[config.mk]
export PLATFORM = sky130hd
export DESIGN_NAME = ahb_lite_master
export DESIGN_NICKNAME = d
export VERILOG_FILES = /design/src/rtl/ahb_pkg.sv /design/src/rtl/ahb_cmd_fifo.sv /design/src/rtl/ahb_lite_master.sv
export SDC_FILE = /design/constraint.sdc
export NUM_CORES = 1
export LEC_CHECK = 0
export ABC_AREA = 1
export CORE_MARGIN = 2
export CORE_UTILIZATION = 45
export CTS_BUF_LIST = sky130_fd_sc_hd__clkbuf_4 sky130_fd_sc_hd__clkbuf_8
export DETAILED_ROUTE_END_ITERATION = 8
export PLACE_DENSITY = 0.71
export SETUP_SLACK_MARGIN = 0.3
export SLEW_MARGIN = 10
export SYNTH_ARGS = -nofsm -noshare
export SYNTH_HDL_FRONTEND = slang
export SYNTH_HIERARCHICAL = 1
export SYNTH_SLANG_ARGS = --single-unit
export TNS_END_PERCENT = 5
[constraint.sdc]
create_clock -name HCLK -period 11.9 [get_ports HCLK]
set_clock_uncertainty 0.1 [all_clocks]
set_input_delay 2.38 -clock HCLK [delete_from_list [all_inputs] [get_ports HCLK]]
set_output_delay 2.38 -clock HCLK [all_outputs]
set_load 0.02 [all_outputs]
[src/rtl/ahb_pkg.sv]
// Shared AHB-Lite types and constants for the initiator and its command FIFO.
// Command fields are sized to the widest supported bus; narrower buses cast in/out.
package ahb_pkg;

    localparam int unsigned AHB_ADDR_W = 32;
    localparam int unsigned AHB_DATA_W = 32;

    typedef enum logic [1:0] {
        HTRANS_IDLE   = 2'b00,
        HTRANS_BUSY   = 2'b01,
        HTRANS_NONSEQ = 2'b10,
        HTRANS_SEQ    = 2'b11
    } htrans_t;

    localparam logic [2:0] HSIZE_WORD  = 3'b010;
    localparam logic       HRESP_OKAY  = 1'b0;
    localparam logic       HRESP_ERROR = 1'b1;

    typedef struct packed {
        logic                  write;
        logic [AHB_ADDR_W-1:0] addr;
        logic [AHB_DATA_W-1:0] wdata;
    } ahb_cmd_t;

    typedef enum logic [1:0] {
        A_EMPTY,
        A_ACTIVE,
        A_CANCEL
    } addr_state_t;

    typedef enum logic {
        D_EMPTY,
        D_ACTIVE
    } data_state_t;

endpackage

[src/rtl/ahb_cmd_fifo.sv]
// Synchronous command FIFO; full/empty/count all derive from the registered count.
module ahb_cmd_fifo
    import ahb_pkg::*;
#(
    parameter int unsigned DEPTH = 4
) (
    input  logic                     clk,
    input  logic                     rst_n,
    input  logic                     push,
    input  ahb_cmd_t                 wr_data,
    input  logic                     pop,
    output ahb_cmd_t                 rd_data,
    output logic                     full,
    output logic                     empty,
    output logic [$clog2(DEPTH):0]   count
);

    localparam int unsigned PW = $clog2(DEPTH);

    ahb_cmd_t      mem_q [DEPTH];
    logic [PW-1:0] wr_ptr_q, wr_ptr_d;
    logic [PW-1:0] rd_ptr_q, rd_ptr_d;
    logic [PW:0]   count_q, count_d;
    logic          do_push, do_pop;

    assign full    = (count_q == (PW+1)'(DEPTH));
    assign empty   = (count_q == '0);
    assign count   = count_q;
    assign rd_data = mem_q[rd_ptr_q];
    assign do_push = push && !full;
    assign do_pop  = pop && !empty;

    always_comb begin
        wr_ptr_d = wr_ptr_q;
        rd_ptr_d = rd_ptr_q;
        if (do_push) wr_ptr_d = wr_ptr_q + PW'(1);
        if (do_pop)  rd_ptr_d = rd_ptr_q + PW'(1);
        count_d = count_q + (PW+1)'(do_push) - (PW+1)'(do_pop);
    end

    always_ff @(posedge clk or negedge rst_n) begin
        if (!rst_n) begin
            wr_ptr_q <= '0;
            rd_ptr_q <= '0;
            count_q  <= '0;
        end else begin
            wr_ptr_q <= wr_ptr_d;
            rd_ptr_q <= rd_ptr_d;
            count_q  <= count_d;
        end
    end

    always_ff @(posedge clk) begin
        if (do_push) mem_q[wr_ptr_q] <= wr_data;
    end

endmodule

[src/rtl/ahb_lite_master.sv]
// AHB-Lite initiator: queued single-word commands issued as pipelined NONSEQ
// transfers, with in-order responses and two-cycle ERROR cancellation.
module ahb_lite_master
    import ahb_pkg::*;
#(
    parameter int unsigned ADDR_W     = 32,
    parameter int unsigned DATA_W     = 32,
    parameter int unsigned FIFO_DEPTH = 4
) (
    input  logic              HCLK,
    input  logic              HRESETn,
    input  logic              cmd_valid,
    output logic              cmd_ready,
    input  logic              cmd_write,
    input  logic [ADDR_W-1:0] cmd_addr,
    input  logic [DATA_W-1:0] cmd_wdata,
    output logic              rsp_valid,
    output logic              rsp_write,
    output logic [DATA_W-1:0] rsp_rdata,
    output logic              rsp_err,
    output logic [ADDR_W-1:0] HADDR,
    output logic              HWRITE,
    output logic [1:0]        HTRANS,
    output logic [2:0]        HSIZE,
    output logic [DATA_W-1:0] HWDATA,
    input  logic [DATA_W-1:0] HRDATA,
    input  logic              HREADY,
    input  logic              HRESP,
    output logic              busy
);

    localparam int unsigned CW = $clog2(FIFO_DEPTH) + 1;

    ahb_cmd_t              push_cmd, fifo_head;
    logic                  fifo_full, fifo_empty, push, pop;
    logic [CW-1:0]         fifo_count;

    addr_state_t           a_state_q, a_state_d;
    ahb_cmd_t              a_cmd_q, a_cmd_d;
    data_state_t           d_state_q, d_state_d;
    logic                  d_write_q, d_write_d;
    logic [AHB_DATA_W-1:0] d_wdata_q, d_wdata_d;
    logic                  rsp_valid_q, rsp_valid_d;
    logic                  rsp_write_q, rsp_write_d;
    logic [DATA_W-1:0]     rsp_rdata_q, rsp_rdata_d;
    logic                  rsp_err_q, rsp_err_d;
    logic                  err_first, addr_done, retire;

    assign cmd_ready = !fifo_full;
    assign push      = cmd_valid && cmd_ready;

    always_comb begin
        push_cmd       = '0;
        push_cmd.write = cmd_write;
        push_cmd.addr  = AHB_ADDR_W'(cmd_addr & ~ADDR_W'(3));
        push_cmd.wdata = AHB_DATA_W'(cmd_wdata);
    end

    ahb_cmd_fifo #(
        .DEPTH (FIFO_DEPTH)
    ) u_fifo (
        .clk     (HCLK),
        .rst_n   (HRESETn),
        .push    (push),
        .wr_data (push_cmd),
        .pop     (pop),
        .rd_data (fifo_head),
        .full    (fifo_full),
        .empty   (fifo_empty),
        .count   (fifo_count)
    );

    assign err_first = (d_state_q == D_ACTIVE) && (HRESP == HRESP_ERROR) && !HREADY;
    assign addr_done = (a_state_q == A_ACTIVE) && HREADY;
    assign retire    = (d_state_q == D_ACTIVE) && HREADY;

    always_comb begin
        a_state_d = a_state_q;
        a_cmd_d   = a_cmd_q;
        pop       = 1'b0;
        unique case (a_state_q)
            A_EMPTY: begin
                if (!fifo_empty) begin
                    pop       = 1'b1;
                    a_cmd_d   = fifo_head;
                    a_state_d = A_ACTIVE;
                end
            end
            A_ACTIVE: begin
                if (err_first) begin
                    a_state_d = A_CANCEL;
                end else if (HREADY) begin
                    if (!fifo_empty) begin
                        pop     = 1'b1;
                        a_cmd_d = fifo_head;
                    end else begin
                        a_state_d = A_EMPTY;
                    end
                end
            end
            // Cancelled command keeps HADDR/HWRITE and re-issues once the error completes.
            A_CANCEL: begin
                if (HREADY) a_state_d = A_ACTIVE;
            end
            default: a_state_d = A_EMPTY;
        endcase
    end

    always_comb begin
        d_state_d = d_state_q;
        d_write_d = d_write_q;
        d_wdata_d = d_wdata_q;
        if (addr_done) begin
            d_state_d = D_ACTIVE;
            d_write_d = a_cmd_q.write;
            d_wdata_d = a_cmd_q.wdata;
        end else if (HREADY) begin
            d_state_d = D_EMPTY;
        end
    end

    always_comb begin
        rsp_valid_d = retire;
        rsp_write_d = retire && d_write_q;
        rsp_err_d   = retire && (HRESP == HRESP_ERROR);
        rsp_rdata_d = (retire && !d_write_q) ? HRDATA : '0;
    end

    always_ff @(posedge HCLK or negedge HRESETn) begin
        if (!HRESETn) begin
            a_state_q   <= A_EMPTY;
            a_cmd_q     <= '0;
            d_state_q   <= D_EMPTY;
            d_write_q   <= 1'b0;
            d_wdata_q   <= '0;
            rsp_valid_q <= 1'b0;
            rsp_write_q <= 1'b0;
            rsp_rdata_q <= '0;
            rsp_err_q   <= 1'b0;
        end else begin
            a_state_q   <= a_state_d;
            a_cmd_q     <= a_cmd_d;
            d_state_q   <= d_state_d;
            d_write_q   <= d_write_d;
            d_wdata_q   <= d_wdata_d;
            rsp_valid_q <= rsp_valid_d;
            rsp_write_q <= rsp_write_d;
            rsp_rdata_q <= rsp_rdata_d;
            rsp_err_q   <= rsp_err_d;
        end
    end

    // NONSEQ is withdrawn combinationally in the first ERROR cycle.
    assign HTRANS = ((a_state_q == A_ACTIVE) && !err_first) ? HTRANS_NONSEQ : HTRANS_IDLE;
    assign HADDR  = ADDR_W'(a_cmd_q.addr);
    assign HWRITE = a_cmd_q.write;
    assign HSIZE  = HSIZE_WORD;
    assign HWDATA = DATA_W'(d_wdata_q);

    assign rsp_valid = rsp_valid_q;
    assign rsp_write = rsp_write_q;
    assign rsp_rdata = rsp_rdata_q;
    assign rsp_err   = rsp_err_q;

    assign busy = (fifo_count != '0) || (a_state_q != A_EMPTY) || (d_state_q != D_EMPTY);

endmodule

==> run_summary.xml, run 1 <==
<?xml version="1.0" encoding="UTF-8"?>
<metrics>
  <group name="worst_hold_path">
    <metric name="hold_path.class" unit="">reg2reg</metric>
    <metric name="worst_hold_startpoint" unit="">HADDR[26]$_DFFE_PN0P_</metric>
    <metric name="hold-path-cell-count" unit="">2</metric>
  </group>
  <group name="finish">
    <metric name="fillerInstances" unit="">2945</metric>
    <metric name="layout.nets" unit="">1716</metric>
    <metric name="syn_to_final_growth" unit="%">22.27</metric>
    <metric name="final_layout_size_suffix_gt1_share" unit="%">9.771</metric>
  </group>
  <group name="power_and_ir_drop">
    <metric name="p_leak" unit="uW">0.008460</metric>
    <metric name="netSwitchingPower" unit="uW">1745</metric>
    <metric name="clock_power_share" unit="%">26.0</metric>
    <metric name="netSwitchingFraction" unit="%">34.55</metric>
    <metric name="irDropWorstVdd" unit="mV">0.1253</metric>
    <metric name="p_comb_share" unit="%">32.9</metric>
    <metric name="power-per-cell-area" unit="nW/um2">257.5</metric>
    <metric name="part_of_the_power_in_registers" unit="%">41.1</metric>
    <metric name="power.internal" unit="uW">3304</metric>
  </group>
  <group name="die">
    <metric name="floorplan.rows" unit="">69</metric>
    <metric name="die-width" unit="um">192.8</metric>
    <metric name="design.portCount" unit="">209</metric>
    <metric name="fp.dieArea" unit="um2">37160</metric>
    <metric name="fp.dieH" unit="um">192.8</metric>
    <metric name="coreArea" unit="um2">35310</metric>
    <metric name="floorplan.initialDensity" unit="%">45.41</metric>
  </group>
  <group name="timing">
    <metric name="setup-violations-final" unit="">0</metric>
    <metric name="worst_slew_pin_slew" unit="ns">1.089</metric>
    <metric name="max_freq" unit="MHz">146.7</metric>
    <metric name="finalWorstSetupSlack" unit="ns">5.081</metric>
    <metric name="timing.slew.headroom" unit="%">27.37</metric>
    <metric name="final_max_slew_viol_count" unit="">0</metric>
    <metric name="finalCritPeriodShare" unit="%">57.30</metric>
    <metric name="rsz0062_at_grt" unit="">no</metric>
    <metric name="finalCriticalPeriod" unit="ns">6.819</metric>
    <metric name="finalSetupTns" unit="ns">0</metric>
    <metric name="hold_viol_final" unit="">0</metric>
  </group>
  <group name="logic_synthesis">
    <metric name="postSynth.asyncResetShare" unit="%">35.48</metric>
    <metric name="synth_top_flop_cell" unit="">edfxtp_1</metric>
    <metric name="yosysWarningCount" unit="">6</metric>
    <metric name="synth-seq-cells" unit="">403</metric>
    <metric name="syn_inst" unit="">1416</metric>
    <metric name="synth_area_per_cell" unit="um2">11.32</metric>
    <metric name="synth_commonest_cells" unit="">nand2_1 (413), edfxtp_1 (260), nor2_1 (172), dfrtp_1 (143), o21ai_0 (141)</metric>
    <metric name="synth_enable_flop_cells" unit="">260</metric>
    <metric name="syn_area" unit="um2">16030</metric>
    <metric name="cell_type_with_the_highest_aggregate_area_in_the_netlist" unit="">edfxtp_1</metric>
    <metric name="netlist_top_cells_area" unit="">edfxtp_1 (49%), dfrtp_1 (22%), nand2_1 (9.7%)</metric>
    <metric name="synth_top_area_share" unit="%">48.69</metric>
    <metric name="synth_seq_area_share" unit="%">71.01</metric>
    <metric name="netlist_cell_types" unit="">27</metric>
    <metric name="synth_most_common_cell" unit="">nand2_1</metric>
  </group>
  <group name="cts">
    <metric name="cts-root-buf" unit="">clkbuf_8</metric>
    <metric name="holdBufCountCts" unit="">0</metric>
    <metric name="clkSlewWorstSetupHoldPaths" unit="ns">0.06</metric>
    <metric name="htreeDepth" unit="">3</metric>
    <metric name="postCtsSetupBuffers" unit="">0</metric>
    <metric name="tritoncts_num_sinks" unit="">403</metric>
    <metric name="clock_latency" unit="ns">0.56</metric>
    <metric name="post_cts_resized" unit="">0</metric>
    <metric name="clock_tree_buf_depth" unit="">3</metric>
    <metric name="cts-buffers-inserted" unit="">67</metric>
    <metric name="cts_tree" unit="">yes</metric>
  </group>
  <group name="place">
    <metric name="post-place-ws" unit="ns">5.079</metric>
    <metric name="port-buffer-count" unit="">202</metric>
    <metric name="routabilityCongestion" unit="">0.7250</metric>
    <metric name="detailed_place_hpwl" unit="um">18300</metric>
  </group>
  <group name="worst_setup_path">
    <metric name="timing.reg2reg.worst_path_depth" unit="">15</metric>
    <metric name="critical_path.startpoint" unit="">HREADY</metric>
    <metric name="critical_path.reg2reg.startpoint" unit="">u_fifo/count[1]$_DFF_PN0_</metric>
    <metric name="arrival_time_reported_for_the_critical_path_endpoint" unit="ns">4.34</metric>
    <metric name="critical_path_required" unit="ns">9.42</metric>
    <metric name="worst_setup_sp_type" unit="">input port</metric>
    <metric name="endpoint_kind" unit="">primary output</metric>
    <metric name="critical_path_peak_fanout" unit="">44</metric>
    <metric name="criticalPathCategory" unit="">in2out</metric>
  </group>
  <group name="grt">
    <metric name="grt_use_total" unit="%">17.73</metric>
    <metric name="grt_start_max_net_pins" unit="">115</metric>
    <metric name="antenna_found_initial" unit="">2</metric>
    <metric name="aggregate_global_routing_overflow" unit="">0</metric>
    <metric name="via_count_of_the_first_global_routing_pass" unit="">9713</metric>
    <metric name="grt_first_pass_wirelength" unit="um">50460</metric>
  </group>
  <group name="flow_run">
    <metric name="drv.max_cap_violation_count" unit="">0</metric>
  </group>
  <group name="routing">
    <metric name="route.antenna.remaining_nets" unit="">0</metric>
    <metric name="totalWireLength" unit="um">32220</metric>
    <metric name="drt_iter0_drc" unit="">637</metric>
    <metric name="post-route-drc-count" unit="">0</metric>
    <metric name="detailed_route_via_count" unit="">9954</metric>
    <metric name="via_per_inst" unit="">4.695</metric>
    <metric name="first_pass_iters" unit="">4</metric>
    <metric name="routedWlPerCell" unit="um">15.20</metric>
  </group>
  <group name="outcome">
    <metric name="run_status" unit="">finished clean</metric>
  </group>
</metrics>
## power by group through the flow
stage | combinational [uW] | sequential, uW | clock, uW
after floorplan | 1170 | 2130 | 0
after global placement | 1650 | 2090 | 0
after detailed placement | 1690 | 2100 | 0
after CTS | 1700 | 2080 | 1350
after global routing | 1880 | 2120 | 1420
final | 1660 | 2070 | 1310
## routing by layer
| layer | vias to the layer above | global-route usage, % | wire (um) |
|---|---|---|---|
| li1 | 4910 | - | - |
| met1 | 4716 | 22.29 | 14230 |
| met2 | 281 | 29.32 | 15030 |
| met3 | 45 | 5.146 | 2484 |
| met4 | 2 | 6.195 | 467 |
| met5 | - | 0 | 11 |
## worst max-delay path: stages
cell             delay, ns
clkdlybuf4s50_1       0.66
nand2_4               0.46
nand2_1               0.20
clkdlybuf4s50_1       0.63
## sequential cells by signal, indices dropped and copies added, names as in the netlist
| name | count |
|---|---|
| a_state_q | 2 |
| rsp_err | 1 |
| HWRITE | 1 |
| d_state_q | 1 |
| u_fifo/count | 3 |
| d_write_q | 1 |
| rsp_write | 1 |
| u_fifo/wr_ptr_q | 2 |
| rsp_rdata | 32 |
| u_fifo/mem_q | 260 |
| a_cmd_q | 32 |
| u_fifo/rd_ptr_q | 2 |
| HWDATA | 32 |
| rsp_valid | 1 |
| HADDR | 32 |
## worst paths after layout
| check | end | slack, ns |
|---|---|---|
| min reg2reg | HADDR[26]$_DFFE_PN0P_ | 0.38 |
| min | HADDR[26]$_DFFE_PN0P_ | 0.38 |
| max in group asynchronous | rsp_rdata[23]$_DFF_PN0_ | 8.52 |
| max | HTRANS[1] | 5.08 |
| max reg2reg | u_fifo/count[2]$_DFF_PN0_ | 7.96 |
| min in group asynchronous | a_cmd_q[19]$_DFFE_PN0P_ | 1.78 |
## placed cells by master (no fill, tap or decap), types with 2 or more instances in the layout
cell,synthesis,final
buf_4,46,10
bufinv_16,0,5
clkbuf_4,0,25
clkbuf_8,0,79
clkdlybuf4s50_1,0,201
clkinv_1,0,5
clkinv_2,0,4
clkinvlp_4,0,3
conb_1,2,12
dfrtp_1,143,142
edfxtp_1,260,260
ha_1,6,6
inv_1,128,128
inv_2,4,2
mux2_2,4,4
mux2_4,20,20
nand2_1,413,413
nand3_1,8,8
nor2_1,172,168
nor2_4,1,5
o21ai_0,141,141
o21ai_1,7,7
## cells by family (layout without fill, tap and decap cells)
logic type,count (synthesis),after routing,share of synthesized area [%]
muxes,24,24,2.154
and+or+nand+nor,598,598,14.21
DFF,403,403,71.01
other,2,13,0.04684
AOI/OAI and AO/OA,150,150,4.713
adders and majority gates,7,7,0.5930
buffers and inverters,232,464,7.273
## area by class of cell
type	count	area (um2)	area share, %
antenna	1	2.502	0.01276
tap	461	576.8	2.942
sequential	403	11390	58.10
multi-input combinational	791	3557	18.14
clock buffer	104	1275	6.503
clock inverter	16	206.4	1.053
timing repair buffer	212	2098	10.70
inverter	132	499.2	2.546
## metrics by stage
| step | utilization, % | cells | cell area, um2 | power (uW) | hold WS [ns] |
|---|---|---|---|---|---|
| after floorplan | - | 1426 | 16070 | 3293 | 0.3450 |
| after global placement | 51.32 | 1999 | 18120 | 3736 | 0.3624 |
| after detailed placement | 51.32 | 1999 | 18120 | 3788 | 0.3653 |
| after CTS | 55.52 | 2119 | 19600 | 5125 | 0.3822 |
| after global routing | 55.52 | 2119 | 19600 | 5419 | 0.3960 |
| final | 55.52 | 2120 | 19610 | 5049 | 0.3768 |
(Power assumes the default switching activity.)
==> run 2: changes to the inputs <==
==> constraint.sdc (replaced) <==
create_clock -name HCLK -period 6.7 [get_ports HCLK]
set_clock_uncertainty 0.1 [all_clocks]
set_input_delay 1.34 -clock HCLK [delete_from_list [all_inputs] [get_ports HCLK]]
set_output_delay 1.34 -clock HCLK [all_outputs]
set_load 0.02 [all_outputs]
==> run 2 against run 1 <==
Compared with the run above:
- clock power increased by 66%
- via count down 0.12%
- largest cell class unchanged
- routed wire length rose by 1.5%
==> run_summary.xml, run 2 (synthesis gave the netlist of run 1 again) <==
<?xml version="1.0" encoding="UTF-8"?>
<metrics>
  <group name="grt">
    <metric name="grt_use_total" unit="%">17.67</metric>
    <metric name="antenna_found_initial" unit="">3</metric>
    <metric name="grt_start_max_net_pins" unit="">117</metric>
    <metric name="aggregate_global_routing_overflow" unit="">0</metric>
    <metric name="grt_first_pass_wirelength" unit="um">50510</metric>
    <metric name="via_count_of_the_first_global_routing_pass" unit="">9827</metric>
  </group>
  <group name="cts">
    <metric name="cts-buffers-inserted" unit="">66</metric>
    <metric name="holdBufCountCts" unit="">0</metric>
    <metric name="post_cts_resized" unit="">0</metric>
    <metric name="htreeDepth" unit="">3</metric>
    <metric name="clock_latency" unit="ns">0.56</metric>
    <metric name="postCtsSetupBuffers" unit="">0</metric>
    <metric name="tritoncts_num_sinks" unit="">403</metric>
    <metric name="cts-root-buf" unit="">clkbuf_8</metric>
    <metric name="clkSlewWorstSetupHoldPaths" unit="ns">0.05</metric>
    <metric name="clock_tree_buf_depth" unit="">3</metric>
    <metric name="cts_tree" unit="">yes</metric>
  </group>
  <group name="power_and_ir_drop">
    <metric name="power-per-cell-area" unit="nW/um2">452.7</metric>
    <metric name="p_comb_share" unit="%">33.8</metric>
    <metric name="irDropWorstVdd" unit="mV">0.3075</metric>
    <metric name="p_leak" unit="uW">0.008434</metric>
    <metric name="power.internal" unit="uW">5730</metric>
    <metric name="netSwitchingFraction" unit="%">35.25</metric>
    <metric name="clock_power_share" unit="%">24.6</metric>
    <metric name="part_of_the_power_in_registers" unit="%">41.6</metric>
    <metric name="design_power_total" unit="uW">8850</metric>
    <metric name="netSwitchingPower" unit="uW">3120</metric>
  </group>
  <group name="timing">
    <metric name="setup-violations-final" unit="">0</metric>
    <metric name="finalCriticalPeriod" unit="ns">4.708</metric>
    <metric name="worst_slew_pin_slew" unit="ns">1.143</metric>
    <metric name="timing.slew.headroom" unit="%">23.79</metric>
    <metric name="rsz0062_at_grt" unit="">no</metric>
    <metric name="final_max_slew_viol_count" unit="">0</metric>
    <metric name="finalSetupTns" unit="ns">0</metric>
    <metric name="fin_worst_hold_slack" unit="ns">0.3764</metric>
    <metric name="hold_viol_final" unit="">0</metric>
    <metric name="max_freq" unit="MHz">212.4</metric>
    <metric name="finalCritPeriodShare" unit="%">70.27</metric>
  </group>
  <group name="finish">
    <metric name="n_antenna_cell" unit="">0</metric>
    <metric name="syn_to_final_growth" unit="%">21.93</metric>
    <metric name="layout.cells.most_common_list" unit="">nand2_1 (413), edfxtp_1 (260), clkdlybuf4s50_1 (201), nor2_1 (168), dfrtp_1 (142)</metric>
    <metric name="layout.nets" unit="">1716</metric>
    <metric name="layout.cell_area.non_filler" unit="um2">19550</metric>
    <metric name="most_common_cell_after_layout_fill_and_taps_aside" unit="">nand2_1</metric>
    <metric name="fillerInstances" unit="">2946</metric>
    <metric name="largest-register" unit="">u_fifo/mem_q</metric>
    <metric name="final_layout_size_suffix_gt1_share" unit="%">9.705</metric>
    <metric name="postLayoutCoreUtil" unit="%">55.37</metric>
    <metric name="largest_register_ffs" unit="">260</metric>
  </group>
  <group name="worst_setup_path">
    <metric name="critical-path-top-delay-family" unit="">buffers and inverters</metric>
    <metric name="endpoint_kind" unit="">primary output</metric>
    <metric name="worst_setup_sp_type" unit="">input port</metric>
    <metric name="critical_path_required" unit="ns">5.26</metric>
    <metric name="critical_path_peak_fanout" unit="">44</metric>
    <metric name="path_cells" unit="">clkdlybuf4s50_1, nand2_4, nand2_1, clkdlybuf4s50_1</metric>
    <metric name="slowest_delay" unit="ns">0.66</metric>
    <metric name="critPathMostFrequentCell" unit="">clkdlybuf4s50_1</metric>
    <metric name="criticalPathCategory" unit="">in2out</metric>
    <metric name="arrival_time_reported_for_the_critical_path_endpoint" unit="ns">3.27</metric>
    <metric name="critPathBufInv" unit="">2</metric>
    <metric name="slowest_stage" unit="">clkdlybuf4s50_1</metric>
  </group>
  <group name="die">
    <metric name="fp.dieH" unit="um">192.8</metric>
    <metric name="floorplan.initialDensity" unit="%">45.41</metric>
    <metric name="die-width" unit="um">192.8</metric>
    <metric name="floorplan.rows" unit="">69</metric>
    <metric name="fp.dieArea" unit="um2">37160</metric>
    <metric name="design.portCount" unit="">209</metric>
    <metric name="coreArea" unit="um2">35310</metric>
  </group>
  <group name="routing">
    <metric name="post-route-drc-count" unit="">0</metric>
    <metric name="detailed_route_via_count" unit="">9942</metric>
    <metric name="route.antenna.remaining_nets" unit="">0</metric>
    <metric name="first_pass_iters" unit="">5</metric>
    <metric name="via_per_inst" unit="">4.690</metric>
    <metric name="routedWlPerCell" unit="um">15.42</metric>
    <metric name="drt_iter0_drc" unit="">528</metric>
    <metric name="totalWireLength" unit="um">32690</metric>
  </group>
  <group name="flow_run">
    <metric name="drv.max_cap_violation_count" unit="">0</metric>
  </group>
  <group name="place">
    <metric name="postPlaceCellArea" unit="um2">18170</metric>
    <metric name="routabilityCongestion" unit="">0.7253</metric>
    <metric name="port-buffer-count" unit="">202</metric>
    <metric name="detailed_place_hpwl" unit="um">18660</metric>
  </group>
  <group name="outcome">
    <metric name="run_status" unit="">finished clean</metric>
  </group>
  <group name="worst_hold_path">
    <metric name="hold_path.class" unit="">reg2reg</metric>
  </group>
</metrics>
-- run 2: cell types whose count changed in the layout (fill, tap and decap cells not counted), sizes merged --
cell    delta
buf        +1
diode      -1
clkbuf     -8
clkinv    +11
bufinv     -3
-- run 2: final cells by class --
type                    count  area, um2  area share (%)
clock buffers              96       1215           6.214
clock inverters            24      168.9          0.8640
inverters                 132      499.2           2.554
multi-input cells         791       3557           18.20
flip-flops and latches    403      11390           58.26
well taps                 461      576.8           2.950
repair buffers            213       2143           10.96
-- run 2: worst paths after layout --
kind,start,to,slack (ns),cells past startpoint
max in group asynchronous,HRESETn,rsp_rdata[25]$_DFF_PN0_,4.40,2
worst max register to register,u_fifo/count[1]$_DFF_PN0_,u_fifo/mem_q[2][58]$_DFFE_PP_,3.43,7
worst min-delay path,HADDR[2]$_DFFE_PN0P_,HADDR[2]$_DFFE_PN0P_,0.38,2
worst max-delay path,HREADY,HTRANS[1],1.99,4
worst min register to register,HADDR[2]$_DFFE_PN0P_,HADDR[2]$_DFFE_PN0P_,0.38,2
min in group asynchronous,HRESETn,rsp_rdata[15]$_DFF_PN0_,0.76,1
-- run 2: power by group through the flow --
stage	Combinational (uW)	Clock, uW	Sequential [uW]
6_report	2990	2180	3680
5_1_grt	3370	2360	3760
4_1_cts	3050	2240	3690
3_5_place_dp	3030	0	3730
3_3_place_gp	2960	0	3710
2_1_floorplan	2070	0	3780
-- run 2: layer usage --
| layer | share of wire [%] | GRT usage, % | vias to the layer above | wire length, um |
|---|---|---|---|---|
| li1 | - | - | 4916 | - |
| met1 | 43 | 22.20 | 4663 | 14160 |
| met2 | 47 | 29.91 | 305 | 15480 |
| met3 | 7.4 | 4.583 | 52 | 2428 |
| met4 | 1.8 | 5.637 | 6 | 579 |
| met5 | 0.13 | 0 | - | 43 |
-- run 2: per-stage QoR --
step / worst slack [ns] / instances
4_1_cts: 1.945 / 2120
3_3_place_gp: 1.987 / 2000
6_report: 1.992 / 2120
3_5_place_dp: 1.950 / 2000
2_1_floorplan: 1.710 / 1426
5_1_grt: 1.877 / 2120
-- run 2: worst reg2reg max path, cell delays in order, from the launching register on --
cell	delay (ns)
dfrtp_1	0.40
nor2_1	0.08
nand2_1	0.13
inv_1	0.09
nor2_1	0.23
nand2_1	0.33
nor2_4	0.96
buf_4	0.58
